[src/rtl/fetch_stage.sv]
// fetch_stage: instruction fetch stage feeding the decoder.
// Owns the program counter, issues word requests to instruction memory over a
// req/ack handshake and registers {PC+4, instruction} into IF_ID. Handles
// downstream stall and branch redirect from EX.
// Optional feature macro: FETCH_SKID_EN (one-entry skid buffer that captures
// an instruction acked while stalled; without it the instruction is refetched).
module fetch_stage #(
  parameter logic [31:0] RESET_PC  = 32'h0000_0000,
  parameter logic [31:0] NOP_INSTR = 32'h0000_0000
) (
  input  logic        clock,
  input  logic        reset,
  input  logic        stall,
  input  logic        redirect_valid,
  input  logic [31:0] redirect_pc,
  output logic        imem_req,
  output logic [31:0] imem_addr,
  input  logic        imem_ack,
  input  logic [31:0] imem_rdata,
  output logic [63:0] IF_ID,
  output logic        if_valid
);

  localparam logic [63:0] BUBBLE = {32'h0000_0000, NOP_INSTR};

`ifdef FETCH_SKID_EN
  typedef enum logic [1:0] {S_IDLE, S_REQ, S_DROP, S_HOLD} state_t;
`else
  typedef enum logic [1:0] {S_IDLE, S_REQ, S_DROP} state_t;
`endif

  state_t      state, state_nx;
  logic [31:0] pc, pc_nx;
  logic [31:0] req_addr, req_addr_nx;
  logic [63:0] if_id_nx;
  logic        if_valid_nx;
  logic [31:0] seq_pc;
  logic [31:0] redir_pc;
  logic        pending;
  logic        unused_redir_lo;

`ifdef FETCH_SKID_EN
  logic [63:0] skid_data, skid_data_nx;
`else
  // Set when an ack was thrown away under stall: the request is complete, so
  // imem_req drops until stall falls and the same address is asked for again.
  logic        refetch, refetch_nx;
`endif

  assign seq_pc          = req_addr + 32'd4;
  assign redir_pc        = {redirect_pc[31:2], 2'b00};
  assign unused_redir_lo = ^redirect_pc[1:0];
  assign imem_addr       = req_addr;
  assign pending         = imem_req && !imem_ack;

`ifdef FETCH_SKID_EN
  assign imem_req = (state == S_REQ) || (state == S_DROP);
`else
  assign imem_req = ((state == S_REQ) && !refetch) || (state == S_DROP);
`endif

  // Next-state, PC and IF_ID computation; redirect outranks everything else.
  always_comb begin
    state_nx    = state;
    pc_nx       = pc;
    req_addr_nx = req_addr;
    if_id_nx    = IF_ID;
    if_valid_nx = if_valid;
`ifdef FETCH_SKID_EN
    skid_data_nx = skid_data;
`else
    refetch_nx   = refetch;
`endif

    if (redirect_valid) begin
      if_id_nx    = BUBBLE;
      if_valid_nx = 1'b0;
      pc_nx       = redir_pc;
`ifdef FETCH_SKID_EN
      skid_data_nx = BUBBLE;
`else
      refetch_nx   = 1'b0;
`endif
      if (pending) begin
        state_nx = S_DROP;
      end else begin
        state_nx    = S_REQ;
        req_addr_nx = redir_pc;
      end
    end else begin
      case (state)
        S_IDLE: begin
          state_nx    = S_REQ;
          req_addr_nx = pc;
          if (!stall) begin
            if_id_nx    = BUBBLE;
            if_valid_nx = 1'b0;
          end
        end

        S_REQ: begin
`ifndef FETCH_SKID_EN
          if (refetch) begin
            if (!stall) begin
              refetch_nx  = 1'b0;
              if_id_nx    = BUBBLE;
              if_valid_nx = 1'b0;
            end
          end else
`endif
          if (imem_ack) begin
            if (!stall) begin
              if_id_nx    = {seq_pc, imem_rdata};
              if_valid_nx = 1'b1;
              pc_nx       = seq_pc;
              req_addr_nx = seq_pc;
            end else begin
`ifdef FETCH_SKID_EN
              skid_data_nx = {seq_pc, imem_rdata};
              pc_nx        = seq_pc;
              req_addr_nx  = seq_pc;
              state_nx     = S_HOLD;
`else
              refetch_nx   = 1'b1;
`endif
            end
          end else if (!stall) begin
            if_id_nx    = BUBBLE;
            if_valid_nx = 1'b0;
          end
        end

        S_DROP: begin
          if (imem_ack) begin
            state_nx    = S_REQ;
            req_addr_nx = pc;
          end
          if (!stall) begin
            if_id_nx    = BUBBLE;
            if_valid_nx = 1'b0;
          end
        end

`ifdef FETCH_SKID_EN
        S_HOLD: begin
          if (!stall) begin
            if_id_nx    = skid_data;
            if_valid_nx = 1'b1;
            state_nx    = S_REQ;
            req_addr_nx = pc;
          end
        end
`endif

        default: state_nx = S_IDLE;
      endcase
    end
  end

  // State, PC and pipeline register update with synchronous reset.
  always_ff @(posedge clock) begin
    if (reset) begin
      state    <= S_IDLE;
      pc       <= RESET_PC;
      req_addr <= RESET_PC;
      IF_ID    <= BUBBLE;
      if_valid <= 1'b0;
`ifdef FETCH_SKID_EN
      skid_data <= BUBBLE;
`else
      refetch   <= 1'b0;
`endif
    end else begin
      state    <= state_nx;
      pc       <= pc_nx;
      req_addr <= req_addr_nx;
      IF_ID    <= if_id_nx;
      if_valid <= if_valid_nx;
`ifdef FETCH_SKID_EN
      skid_data <= skid_data_nx;
`else
      refetch   <= refetch_nx;
`endif
    end
  end

endmodule

[config.mk]
export PLATFORM = sky130hd
export DESIGN_NAME = fetch_stage
export DESIGN_NICKNAME = d
export VERILOG_FILES = /design/src/rtl/fetch_stage.sv
export SDC_FILE = /design/constraint.sdc
export NUM_CORES = 1
export LEC_CHECK = 0
export BUFFER_PORTS_ARGS = -buffer_cell sky130_fd_sc_hd__buf_4
export CORE_ASPECT_RATIO = 0.75
export CORE_MARGIN = 4
export CORE_UTILIZATION = 45
export DETAILED_ROUTE_END_ITERATION = 8
export PLACE_DENSITY = 0.7
export SETUP_SLACK_MARGIN = 0.02
export SLEW_MARGIN = 20
export SYNTH_ARGS = -nofsm -noshare
export SYNTH_HDL_FRONTEND = slang
export SYNTH_SLANG_ARGS = --single-unit
[constraint.sdc]
create_clock -name clock -period 4.1 [get_ports clock]
set_input_delay 1.025 -clock clock [delete_from_list [all_inputs] [get_ports clock]]
set_output_delay 1.025 -clock clock [all_outputs]
set_load 0.01 [all_outputs]
==> results of run 1 <==
## worst register-to-register path, delay by kind of cell, from the launching register on
kind / cells / cell delay, ns
AOI/OAI and AO/OA: 3 / 1.00
adders and majority gates: 1 / 0.51
DFF: 1 / 0.48
and+or+nand+nor: 1 / 0.57
## registers in the layout (all words and copies together), names as in the netlist
signal / flops
IF_ID: 64
imem_addr: 32
pc: 32
state: 2
if_valid: 1
refetch: 1
## placed cells by master, fill, tap and decap left out, types with 16 or more instances in the layout
cell       netlist  routed
nor2_1          92      92
buf_4            2     181
dfxtp_1        132     132
o21ai_0         54      54
nand2_1         71      70
nand3_1         38      38
a21oi_1         56      56
nor3_1          16      16
a22oi_1         46      46
clkbuf_16        0      17
## Yosys cell counts, drive strengths merged, types with 5 or more instances
library cell and instances:
and4 9, nor4 9, a21oi 56, nand4 13, o31a 10, xnor2 14, a311oi 6, dfxtp 132
a21boi 6, o21ai 54, nor2 92, inv 14, clkbuf 43, nand3 38, nand2 73, or3 8
o32ai 13, o21a 6, o211ai 5, buf 26, a21o 5, nand2b 6, nor3 16, a22oi 46
and3 6, and2 12, o22ai 9, a31oi 8
## final timing paths
| kind | startpoint | to | slack [ns] | depth (start not counted) |
|---|---|---|---|---|
| setup / recovery | imem_addr[2] | IF_ID[50] | 1.41 | 5 |
| hold / removal | IF_ID[32] | IF_ID[32] | 0.46 | 2 |
| setup reg to reg | imem_addr[2] | IF_ID[50] | 1.41 | 5 |
| hold reg to reg | IF_ID[32] | IF_ID[32] | 0.46 | 2 |
## power by group
group / internal, uW / leakage (uW) / switching (uW)
registers: 1330 / 0.00108 / 68.9
clock network: 860 / 0.000276 / 610
logic: 189 / 0.00187 / 247
total: 2380 / 0.00322 / 926
## per-layer routing
layer  up-vias  GRT usage  part of all wire
met5         -          0                 0
met4         0     0.0628             0.013
met3        26     0.0623             0.093
met2       311      0.340              0.43
met1      3117      0.392              0.47
li1       3119          -                 -
## final cells by class
class,count,area [um2]
inverters,15,56.3
multi-input cells,563,3290
well taps,175,219
fillers,1331,5590
repair buffers,182,1380
clock buffers,19,443
flip-flops and latches,132,2640
clock inverters,13,128
## cell families after synthesis
group	Yosys count	share of synthesized area
simple gates	292	0.228
flops	132	0.418
compound gates	250	0.263
fa+ha+maj	1	0.00198
buf+inv	84	0.0606
xor+xnor	16	0.0222
mux	4	0.00634
## through the flow
stage                      util  cell area (um2)  total power (uW)  hold slack (ns)
after global routing      0.594             8160              3430            0.476
after global placement    0.552             7590              1850            0.442
final                     0.594             8160              3310            0.456
after CTS                 0.594             8160              3320            0.458
after floorplan               -             6310              1670            0.437
after detailed placement  0.552             7590              1860            0.450
==> run metrics, run 1 <==
status=finished clean; Final HPWL DP=between 10,000 and 15,000 um; worst skew pair latency=0.42 ns; Clock Path Buffers=2; Synth area leaders=dfxtp_1 (42%), a22oi_1 (5.5%), nor2_1 (5.5%); RSZ-0062 raised after global routing=no; Slew Limit Fails=0; Die Area=between 0.015 and 0.02 mm2; area leader, netlist=dfxtp_1; number of remaining DRC errors=0; final worst slack=between 1 and 1.5 ns; antenna violations before repair=0; PostCTS Resize Cnt=0; Cell Chain, Critical Path=ha_1 -> nand4_1 -> o21a_1 -> o21ai_0 -> a21oi_1; Final Hold Fails=0; Setup CP Type=flip-flop to flip-flop; mean area per synthesized cell=~8.1 um2; Layout area overhead=29.2%; area share of the largest cell type after synthesis=0.418; worst min path class=flip-flop to flip-flop; Netlist Area Pre-Place=~0.0063 mm2; Ys Warns=0; worst path buffer plus inverter count=0; # IOs=~170; Synth Register Bits=between 100 and 150; global-route wire length before repair=~32,000 um; critical path required time=between 4 and 5 ns; Row Count=37; vias=6,573; largest net degree at the start of global routing=63; Synth Instances=approximately 800; CTS tree=yes; initial core utilization=0.459; Max Fclk=around 0.37 GHz; Max Cap Violations=0; sequential-to-total area share from yosys stat=0.418; Root Driver=clkbuf_16; Fin Setup TNS=0 ns; router iterations before antenna repair=5; critical path's largest stage delay=~0.57 ns; # setup viols final=0; H-tree depth=4; Worst Setup End Kind=flip-flop; leak pwr=0.00322 uW; Avg Vias per Cell=around 6; dpl cells=1,067; fraction of layout cells with a size suffix above 1=0.256; Final Skew=roughly 0.010 ns; Pwr per Cell Area=just over 400 mW/mm2; Die H=approximately 110 um; syn_nets=849; maximum VDD drop=about 0.28 mV; Inserted Clock Buffers=17; # port buffers=around 160; slew margin rel.=0.374; Iter 0 DRT Violations=864; DIE WIDTH=145 um; routed len/inst=between 15 and 20 um; Final Cycle Share=0.657; Final GP Congestion=0.888; Post-synth EDFFs=0; Worst Max-Slew Pin Slew=between 0.9 and 1 ns; final cell count without fillers=1,099; core box area=0.0137 mm2; Sink Count=roughly 130; global route overflow=0; Top FF cell, synth=dfxtp_1; CP arrival=just under 3 ns; final wirelength=20,700 um; Unique masters post-synth=66; setup bufs post-CTS=0; vias in the first global route=5,905; Nets=just under 1,000; Post-DRT Antenna Nets=0; Period minus WS final=between 2 and 3 ns; Total GRT Usage=0.251; Place WS=1.23 ns; crit path launch type=flip-flop; n_diodes=0; CP top delay family=compound AO/OA/AOI/OAI gates; slowest CP cell=nand4_1; hold_buf cts=0; post-synthesis async set-or-reset flop share=0; Max FO, Critical Path=11; Reg clk slew, reported paths=0.06 ns
Note: power is estimated with default switching activity, not from simulation.
==> run 2, diff against run 1 <==
--- a/config.mk
+++ b/config.mk
@@ -10,7 +10,7 @@
 export CORE_MARGIN = 4
 export CORE_UTILIZATION = 45
 export DETAILED_ROUTE_END_ITERATION = 8
-export PLACE_DENSITY = 0.7
+export PLACE_DENSITY = 0.73
 export SETUP_SLACK_MARGIN = 0.02
 export SLEW_MARGIN = 20
 export SYNTH_ARGS = -nofsm -noshare
==> constraint.sdc (replaced) <==
create_clock -name clock -period 2.4 [get_ports clock]
set_input_delay 0.6 -clock clock [delete_from_list [all_inputs] [get_ports clock]]
set_output_delay 0.6 -clock clock [all_outputs]
set_load 0.01 [all_outputs]
==> run 2 against run 1 <==
Compared with the run above:
- non-clock buffer count up 28
- clock skew up 0.0027 ns
- maximum frequency up 18%
- combinational power up 86%
- clock power up 64%
- global-route usage up 0.49 points
- sequential share of layout area down 0.85 points
- worst hold slack worse by 0.076 ns
- register-to-register slack worse by 1.3 ns
==> run metrics, run 2 (same netlist as run 1, synthesis figures left out) <==
Worst Max-Slew Pin Slew=0.703 ns; Max FO, Critical Path=7; maximum VDD drop=~0.55 mV; Period minus WS final=~2.3 ns; Post-DRT Antenna Nets=0; critical path required time=between 2 and 3 ns; slew margin rel.=0.527; n_diodes=0; Inserted Clock Buffers=17; Final GP Congestion=a little over 0.9; CTS tree=yes; largest register by flop count=IF_ID; Avg Vias per Cell=around 6; Root Driver=clkbuf_16; # port buffers=approximately 160; GR Util met3=0.0732; slowest CP cell=o21ai_0; Hold Crit Endpoint=state[1]; dpl cells=1,095; global route overflow=0; worst min path class=input port to flip-flop; CP arrival=around 2.6 ns; Layout area overhead=32.7%; grt met2 use=0.364; reg2reg path depth=6; Die Area=0.0160 mm2; Final HPWL DP=14,700 um; final cell count without fillers=~1,100; Reg clk slew, reported paths=0.06 ns; setup bufs post-CTS=0; CP top delay family=compound AO/OA/AOI/OAI gates; crit path launch type=flip-flop; Fin Setup TNS=0 ns; final hold slack=about 0.38 ns; Nets=roughly 1,000; Total GRT Usage=0.256; global routing's busiest layer=met1; Max Cap Violations=0; Final Cycle Share=0.950; Final Hold Fails=0; commonest non-fill, non-tap cells in the layout=buf_4 (206), dfxtp_1 (132), nor2_1 (92); Slew Limit Fails=0; grt met1 use=0.383; Pwr per Cell Area=around 670 mW/mm2; router iterations before antenna repair=5; status=finished clean; Setup CP Type=flip-flop to flip-flop; vias=roughly 6,600; min-delay src=imem_ack; reg2reg setup slack=roughly 0.12 ns; critical path's largest stage delay=0.58 ns; final wirelength=~21,000 um; initial core utilization=0.459; # setup viols final=0; PnR Total Power=roughly 5600 uW; Sink Count=about 130; RSZ-0062 raised after global routing=no; R2R Path Start=imem_addr[12]; Die H=roughly 110 um; Final Skew=around 0.013 ns; vias in the first global route=between 5,000 and 6,000; PostCTS Resize Cnt=0; post-route cell area=between 0.008 and 0.009 mm2; Iter 0 DRT Violations=just over 700; Largest register FFs=64; hold_buf cts=0; routed len/inst=roughly 19 um; worst skew pair latency=about 0.43 ns; fraction of layout cells with a size suffix above 1=0.278; number of cells on the worst hold path=2; commonest non-fill, non-tap cell in the layout=buf_4; DIE WIDTH=about 140 um; worst r2r dst=IF_ID[47]; Clock Path Buffers=2; Cell Chain, Critical Path=and4_4 -> nand4_1 -> buf_4 -> o21a_1 -> o21ai_0 -> a21oi_1; # IOs=167; H-tree depth=4; worst path buffer plus inverter count=1; Row Count=37; leak pwr=around 0.0033 uW; antenna violations before repair=0; core box area=0.0137 mm2; Max Fclk=0.438 GHz; Worst Setup End Kind=flip-flop; placed instance area=just under 0.008 mm2; number of remaining DRC errors=0; global-route wire length before repair=roughly 33,000 um; largest net degree at the start of global routing=44
-- run 2: changes by cell type in the layout (fill, tap and decap cells not counted) --
cell        previous run  this run
buf_4                181       206
clkinv_4               5         1
buf_12                 1         4
clkinvlp_4             2         5
inv_6                  2         5
bufinv_16              1         0
inv_8                  1         0
-- run 2: final cells by class --
class,count,area (um2)
Clock buffer,19,443
Multi-Input combinational cell,563,3290
Tap cell,175,219
Sequential cell,132,2640
Inverter,15,56.3
Fill cell,1237,5370
Clock inverter,13,100
Timing Repair Buffer,210,1630
-- run 2: stage by stage --
stage / util / worst slack, ns
5_1_grt: 0.610 / 0.0808
6_report: 0.610 / 0.119
3_5_place_dp: 0.570 / 0.169
4_1_cts: 0.610 / 0.286
3_3_place_gp: 0.570 / 0.207
2_1_floorplan: - / 0.374
-- run 2: worst max-delay path by stage --
stage | start | cells after the start | to | slack, ns
after floorplan | redirect_valid | 6 | imem_addr[29] | 0.37
after CTS | imem_addr[12] | 6 | IF_ID[47] | 0.29
after global placement | redirect_valid | 8 | imem_addr[27] | 0.21
final | imem_addr[12] | 6 | IF_ID[47] | 0.12
after detailed placement | redirect_valid | 8 | imem_addr[25] | 0.17
after global routing | imem_addr[12] | 6 | IF_ID[47] | 0.08
-- run 2: worst register-to-register path: cells and delay by family (launching register included) --
family,cells,cell delay (ns)
and+or+nand+nor,2,0.53
buffers and inverters,1,0.24
AOI/OAI and AO/OA,3,0.90
DFF,1,0.48
-- run 2: metal layers --
metal	up-vias	part of all wire
met5	-	0
met4	0	0.0074
li1	3174	-
met1	3125	0.45
met2	314	0.43
met3	18	0.11
-- run 2: power breakdown --
group	leakage, uW	internal (uW)	switching (uW)
combinational	0.00201	360	449
sequential	0.00108	2280	100
clock	0.000253	1360	1050
total	0.00334	4000	1600
